### src/rtl/rr_bus_arbiter.sv
// Round-robin N:1 arbiter for the valid/resp memory bus. The winning request is
// captured into registers so the master side is fully registered; an optional timeout aborts hung transactions.
module rr_bus_arbiter #(
    parameter int NPORTS  = 2,
    parameter int ADDRW   = 32,
    parameter int DATAW   = 32,
    parameter int MASKW   = DATAW / 8,
    parameter int TIMEOUT = 0,
    localparam int GRANTW = (NPORTS > 1) ? $clog2(NPORTS) : 1
) (
    input  logic                     clk_i,
    input  logic                     rst_i,
    input  logic [NPORTS*ADDRW-1:0]  slave_addr_i,
    output logic [NPORTS*DATAW-1:0]  slave_rdata_o,
    input  logic [NPORTS*DATAW-1:0]  slave_wdata_i,
    input  logic [NPORTS*MASKW-1:0]  slave_mask_i,
    input  logic [NPORTS-1:0]        slave_we_i,
    input  logic [NPORTS-1:0]        slave_valid_i,
    output logic [NPORTS-1:0]        slave_resp_o,
    output logic [NPORTS-1:0]        slave_err_o,
    output logic [ADDRW-1:0]         master_addr_o,
    input  logic [DATAW-1:0]         master_rdata_i,
    output logic [DATAW-1:0]         master_wdata_o,
    output logic [MASKW-1:0]         master_mask_o,
    output logic                     master_we_o,
    output logic                     master_valid_o,
    input  logic                     master_resp_i,
    output logic                     busy_o,
    output logic [GRANTW-1:0]        grant_o
);

    localparam int TOW_RAW = $clog2(TIMEOUT + 1);
    localparam int TOW     = (TOW_RAW < 1) ? 1 : TOW_RAW;

    localparam logic [0:0] ST_IDLE = 1'b0;
    localparam logic [0:0] ST_BUSY = 1'b1;

    logic [0:0]        state_reg;
    logic [GRANTW-1:0] grant_reg;
    logic [ADDRW-1:0]  addr_reg;
    logic [DATAW-1:0]  wdata_reg;
    logic [MASKW-1:0]  mask_reg;
    logic              we_reg;
    logic [TOW-1:0]    to_cnt_reg;

    logic [ADDRW-1:0]  addr_arr  [NPORTS];
    logic [DATAW-1:0]  wdata_arr [NPORTS];
    logic [MASKW-1:0]  mask_arr  [NPORTS];

    logic              busy;
    logic              done;
    logic              abort;
    logic              fin;
    logic              sel_found;
    logic [GRANTW-1:0] sel_idx;
    logic [GRANTW:0]   cand;

    assign busy  = (state_reg == ST_BUSY);
    assign done  = busy && master_resp_i;
    // A response in the final timeout cycle wins over the abort.
    assign abort = (TIMEOUT != 0) && busy && !master_resp_i
                   && (to_cnt_reg == TOW'(TIMEOUT - 1));
    assign fin   = done || abort;

    generate
        for (genvar gi = 0; gi < NPORTS; gi++) begin : g_port
            assign addr_arr[gi]  = slave_addr_i[gi*ADDRW +: ADDRW];
            assign wdata_arr[gi] = slave_wdata_i[gi*DATAW +: DATAW];
            assign mask_arr[gi]  = slave_mask_i[gi*MASKW +: MASKW];
            assign slave_resp_o[gi] = fin && (grant_reg == GRANTW'(gi));
            assign slave_err_o[gi]  = abort && (grant_reg == GRANTW'(gi));
            assign slave_rdata_o[gi*DATAW +: DATAW] = abort ? '0 : master_rdata_i;
        end
    endgenerate

    // Scan from the port after the last owner; iterating backwards lets the
    // nearest requester overwrite farther ones.
    always_comb begin
        sel_found = 1'b0;
        sel_idx   = '0;
        cand      = '0;
        for (int k = NPORTS; k >= 1; k--) begin
            cand = {1'b0, grant_reg} + (GRANTW+1)'(k);
            if (cand >= (GRANTW+1)'(NPORTS)) begin
                cand = cand - (GRANTW+1)'(NPORTS);
            end
            if (slave_valid_i[cand[GRANTW-1:0]]) begin
                sel_found = 1'b1;
                sel_idx   = cand[GRANTW-1:0];
            end
        end
    end

    always_ff @(posedge clk_i) begin
        if (rst_i) begin
            state_reg  <= ST_IDLE;
            grant_reg  <= GRANTW'(NPORTS - 1);
            addr_reg   <= '0;
            wdata_reg  <= '0;
            mask_reg   <= '0;
            we_reg     <= 1'b0;
            to_cnt_reg <= '0;
        end else begin
            case (state_reg)
                ST_IDLE: begin
                    to_cnt_reg <= '0;
                    if (sel_found) begin
                        addr_reg  <= addr_arr[sel_idx];
                        wdata_reg <= wdata_arr[sel_idx];
                        mask_reg  <= mask_arr[sel_idx];
                        we_reg    <= slave_we_i[sel_idx];
                        grant_reg <= sel_idx;
                        state_reg <= ST_BUSY;
                    end
                end
                default: begin
                    if (fin) begin
                        to_cnt_reg <= '0;
                        state_reg  <= ST_IDLE;
                    end else begin
                        to_cnt_reg <= to_cnt_reg + 1'b1;
                    end
                end
            endcase
        end
    end

    assign master_addr_o  = addr_reg;
    assign master_wdata_o = wdata_reg;
    assign master_mask_o  = mask_reg;
    assign master_we_o    = we_reg;
    assign master_valid_o = busy;
    assign busy_o         = busy;
    assign grant_o        = grant_reg;

endmodule
### config.mk
export PLATFORM = sky130hd
export DESIGN_NAME = rr_bus_arbiter
export DESIGN_NICKNAME = d
export VERILOG_FILES = /design/src/rtl/rr_bus_arbiter.sv
export SDC_FILE = /design/constraint.sdc
export NUM_CORES = 1
export LEC_CHECK = 0
export ABC_AREA = 1
export CAP_MARGIN = 20
export CORE_AREA = 2 2 122 124
export DETAILED_ROUTE_END_ITERATION = 12
export DIE_AREA = 0 0 124 126
export MAX_ROUTING_LAYER = met4
export PLACE_DENSITY = 0.73
export RECOVER_POWER = 50
export SYNTH_ARGS = -nofsm -noshare
export SYNTH_HDL_FRONTEND = slang
export SYNTH_SLANG_ARGS = --single-unit
### constraint.sdc
create_clock -name clk_i -period 1.1 [get_ports clk_i]
set_input_delay 0.22 -clock clk_i [delete_from_list [all_inputs] [get_ports clk_i]]
set_output_delay 0.22 -clock clk_i [all_outputs]
set_load 0.01 [all_outputs]
==> flow_metrics.tcl, run 1 <==
set metrics [dict create \
    status "complete, but fails checks" \
    violations "setup timing" \
    p_leak_uw 0.003394 \
    n_antenna_cell 0 \
    cp-start-kind "register" \
    fin_crit_ps 1323 \
    synth_cell_type_count 16 \
    finalWorstSetupSlack_ps -222.9 \
    ctsHoldBuffers 0 \
    final_cell_mix "nor2_1 (194), clkdlybuf4s50_1 (139), nand2_1 (123)" \
    grt_pass1_wl_mm 20.62 \
    synthTopCellsByArea "dfxtp_1 (35%), nor2_1 (19%), buf_4 (14%)" \
    finish.net_count 1015 \
    ant_nets 0 \
    layout_commonest_cell "nor2_1" \
    grt_pass1_vias 4183 \
    hold_path.class "in -> reg" \
    yosys.area.top_type_share 0.3471 \
    dp_hpwl_mm 8.678 \
    ir_drop_mv 0.7661 \
    seq_area_um2 1436 \
    core_um2 14310 \
    ios 315 \
    multi_input_area_um2 1866 \
    clk_path_buf_depth 2 \
    grt.total_usage 0.1778 \
    required_ps 1330 \
    clk_latency_ps 330 \
    finalHoldViolCount 0 \
    dp_slack_ps -552.0 \
    fp.dieH_um 126 \
    drc_errors 0 \
    area_growth_pct 62.63 \
    drtPass1Iterations 4 \
    drive_gt1_frac 0.2118 \
    fmax_ghz 0.7559 \
    fin_crit_sh 1.203 \
    fp-row-count 44 \
    vias_per_cell 4.266 \
    ys_ff_latch 71 \
    wl_mm 13.96 \
    syn_area_per_cell_um2 6.094 \
    synth_top_cell_by_area "dfxtp_1" \
    synth_area_um2 4095 \
    cp-end-kind "register" \
    numCtsBuffers 9 \
    clockRootBuffer "clkbuf_16" \
    vias 4390 \
    n_fill_cell 1501 \
    drtIter0Drc 117 \
    place.gp.congestion 0.7740 \
    maxCapViolCount 0 \
    final.setup_skew_ps 5.391 \
    cts_sinks 71 \
    clk_pin_slew_ps 60 \
    finalMaxSlewViolations 0 \
    wl_per_cell_um 13.57 \
    place_area_um2 6038 \
    grt_max_degree 57 \
    path_class "reg -> reg" \
    postLayoutCellArea_um2 6660 \
    finalSetupViolations 75 \
    ctsHtreeMaxLevel 3 \
    instances_no_fill 1029 \
    ys_warn_count 0 \
    rsz0062_at_grt "yes" \
    critPathMaxFanout 7 \
    cp_data_arrival_time_ps 1550 \
    dp_cells 988 \
    netlist_instances 672 \
    grt_overflow 0 \
    cts_tree "done" \
    p_per_area_nw_per_um2 1329 \
    grt_antenna_before_repair 0 \
    portBuffers 216 \
    initial_core_util 0.2861 \
    die_w_um 124 \
    die_area_um2 15620 \
    yosysSeqAreaShare 0.3471 \
]
==> power breakdown <==
| group | internal, µW | switching [µW] |
|---|---|---|
| Sequential | 2860 | 142 |
| Combinational | 1430 | 1250 |
| Clock | 2050 | 1130 |
| Total | 6340 | 2520 |
==> final timing paths <==
path	start	end	slack, ps	cells past startpoint
worst max register to register	busy_o	master_addr_o[8]	-220	8
worst min register to register	master_addr_o[24]	master_addr_o[24]	490	2
worst min-delay path	master_resp_i	busy_o	370	5
worst max-delay path	busy_o	master_addr_o[8]	-220	8
==> cell usage after synthesis, drive strengths merged <==
cell and n:
a21oi 1, clkbuf 9, nor2 212, o21ai 70, dfxtp 71, inv 71, conb 1, o211ai 1
buf 95, nand2 141
==> worst max-delay path, cell delays in order (launching register included) <==
cell and delay [ps]:
dfxtp_4 360, buf_12 120, nor2_4 150, buf_12 150
buf_8 130, buf_6 120, nand2_2 50, nor2_2 90
nor2_1 50
==> metrics by stage <==
stage	util	TNS, ps	hold slack (ps)	power, µW
2_1_floorplan	-	0	285.0	4326
3_3_place_gp	0.4219	-36380	440.1	5415
3_5_place_dp	0.4219	-37930	440.1	5444
4_1_cts	0.4564	-10470	439.4	8900
5_1_grt	0.4653	-16130	396.9	9338
6_report	0.4653	-10920	366.8	8853
==> flip-flops by register name, summed over array words and instances, names as in the netlist <==
register and flops:
master_addr_o 32, master_wdata_o 32, master_mask_o 4, busy_o 1, grant_o 1, master_we_o 1
==> cells by family after synthesis <==
group                  after synthesis  synth area share
buffers and inverters              175            0.2368
DFF                                 71            0.3471
other                                1         0.0009157
and+or+nand+nor                    353            0.3266
AOI/OAI and AO/OA                   72           0.08860
==> layout make-up <==
class                   count  share of cell area
repair buffers            260              0.3810
multi-input cells         427              0.2801
flip-flops and latches     71              0.2157
inverters                  71             0.04002
clock buffers              11             0.03645
well taps                 184             0.03457
clock inverters             5             0.01221
==> metal layers <==
| metal | track usage | wire, µm |
|---|---|---|
| met1 | 0.1860 | 5514 |
| met3 | 0.04529 | 995 |
| met4 | 0.08262 | 476 |
| met5 | - | 0 |
| met2 | 0.3093 | 6974 |
==> what timing repair did <==
item	4_1_cts	5_1_grt
gates resized for setup	374	42
pin swaps	16	23
gates cloned	9	2
setup endpoints to repair	145	78
buffers inserted	15	5
Note: power is estimated with default switching activity, not from simulation.
==> run 2: changes to the inputs <==
--- a/config.mk
+++ b/config.mk
@@ -7,11 +7,14 @@
 export LEC_CHECK = 0
 export ABC_AREA = 1
 export CAP_MARGIN = 20
-export CORE_AREA = 2 2 122 124
+export CELL_PAD_IN_SITES_DETAIL_PLACEMENT = 0
+export CELL_PAD_IN_SITES_GLOBAL_PLACEMENT = 1
+export CORE_ASPECT_RATIO = 2
+export CORE_MARGIN = 2
+export CORE_UTILIZATION = 19
 export DETAILED_ROUTE_END_ITERATION = 12
-export DIE_AREA = 0 0 124 126
 export MAX_ROUTING_LAYER = met4
-export PLACE_DENSITY = 0.73
+export PLACE_DENSITY_LB_ADDON = 0.1
 export RECOVER_POWER = 50
 export SYNTH_ARGS = -nofsm -noshare
 export SYNTH_HDL_FRONTEND = slang
==> flow_metrics.tcl, run 2 (synthesized netlist as in run 1, its figures left out) <==
set metrics [dict create \
    cp-end-kind "register" \
    area_growth_pct 61.69 \
    crit_start "busy_o" \
    rsz0062_at_grt "yes" \
    fmax_ghz 0.7538 \
    finalMaxSlewViolations 0 \
    numCtsBuffers 9 \
    ir_drop_mv 0.5721 \
    cp_cell_sequence "buf_12, nor2_4, buf_4, buf_6, buf_16, nand2_1, nor2_1, nor2_1" \
    ant_nets 0 \
    min-delay-start "master_rdata_i[5]" \
    finalSetupViolations 74 \
    violations "setup timing" \
    clk_latency_ps 330 \
    layout_commonest_cell "nor2_1" \
    hold_path.class "in -> out" \
    cp-start-kind "register" \
    grt_pass1_wl_mm 24.38 \
    fp-row-count 76 \
    final_cell_mix "nor2_1 (195), clkdlybuf4s50_1 (140), nand2_1 (121)" \
    grt_pass1_vias 4530 \
    critPathMaxFanout 10 \
    grt.total_usage 0.1492 \
    required_ps 1330 \
    grt_antenna_before_repair 1 \
    fin_util 0.3095 \
    maxCapViolCount 0 \
    reg2reg_slack_ps -230 \
    crit_slowest_cell "dfxtp_4" \
    place.gp.congestion 0.7588 \
    p_leak_uw 0.003319 \
    cts_sinks 71 \
    r2r-end "master_wdata_o[10]" \
    p_per_area_nw_per_um2 1269 \
    postLayoutCellArea_um2 6621 \
    clockRootBuffer "clkbuf_16" \
    crit_path_frequent_cell "nor2_1" \
    max_stage_delay_ps 360 \
    finalHoldViolCount 0 \
    ctsHtreeMaxLevel 3 \
    grt_overflow 0 \
    cts_tree "done" \
    place_area_um2 6170 \
    core_um2 21400 \
    clk_pin_slew_ps 60 \
    reg2reg_from "busy_o" \
    drtIter0Drc 134 \
    drc_errors 0 \
    clk_path_buf_depth 2 \
    wl_per_cell_um 15.09 \
    drtPass1Iterations 4 \
    fp.dieH_um 211.6 \
    holdPathEnd "slave_rdata_o[37]" \
    dp_hpwl_mm 12.19 \
    die_w_um 107.8 \
    portBuffers 216 \
    vias_per_cell 3.995 \
    cp_data_arrival_time_ps 1550 \
    ios 315 \
    grt_max_degree 36 \
    path_class "reg -> reg" \
    hold_path_depth 0 \
    die_area_um2 22810 \
    finalWorstSetupSlack_ps -226.6 \
    drive_gt1_frac 0.2091 \
    fin_crit_sh 1.206 \
    final.setup_skew_ps 3.099 \
    wl_mm 16.76 \
    status "complete, but fails checks" \
    ff2ff_path_depth 8 \
    finish.net_count 1010 \
    fin_crit_ps 1327 \
    initial_core_util 0.1914 \
    vias 4439 \
]
## run 2: cell count changes in the layout (fill, tap and decap cells not counted), moves of 4 or more
cell	delta
nand2_4	-4
o21ai_0	+21
nand2_2	+6
buf_4	+4
dfxtp_1	-5
buf_6	-7
dfxtp_2	+5
o21ai_1	-19
## run 2: layout make-up
| cell class | count | area (µm²) |
|---|---|---|
| fill | 2414 | 14770 |
| antenna | 1 | 2.502 |
| timing repair buffer | 255 | 2470 |
| inverter | 71 | 266.5 |
| multi-input combinational | 427 | 1827 |
| tap | 273 | 341.6 |
| clock buffer | 12 | 266.5 |
| clock inverter | 1 | 5.005 |
| sequential | 71 | 1443 |
## run 2: what timing repair did
action,in CTS,in global routing
resized for setup,346,28
setup endpoints to repair,144,76
hold endpoints to repair,0,0
cloned,6,3
setup buffers,10,0
pin swaps,6,8
hold buffers,0,0
## run 2: worst max-delay path by stage
stage                         endpoint  depth (start not counted)
floorplan             master_mask_o[1]                          6
global placement     master_wdata_o[7]                          8
detailed placement   master_addr_o[29]                          8
CTS                 master_wdata_o[10]                          8
global route         master_wdata_o[4]                          7
finish              master_wdata_o[10]                          8
## run 2: worst max-delay path, delay by kind of cell (launching register included)
kind	cells	cell delay (ps)
flip-flops	1	360
AND/OR/NAND/NOR	4	380
buffers and inverters	4	480
## run 2: power breakdown
group	internal (µW)	switching, µW
combinational	1380	1280
sequential	2870	141
clock	1670	1070
total	5910	2490
## run 2: metal layers
layer	track usage	share of wire
met4	0.09372	0.052
met5	-	0
met2	0.2887	0.58
met1	0.1267	0.32
met3	0.02648	0.053
## run 2: metrics by stage
step | cells | power [µW] | TNS [ps] | hold slack [ps] | setup WS, ps
finish | 1111 | 8400 | -12110 | 440.0 | -226.6
global route | 1111 | 8942 | -18000 | 440.0 | -298.4
CTS | 1107 | 8482 | -10470 | 440.1 | -188.3
detailed placement | 1078 | 5602 | -38260 | 440.1 | -603.0
global placement | 1078 | 5592 | -37680 | 440.1 | -600.6
floorplan | 673 | 4326 | 0 | 285.0 | 13.69
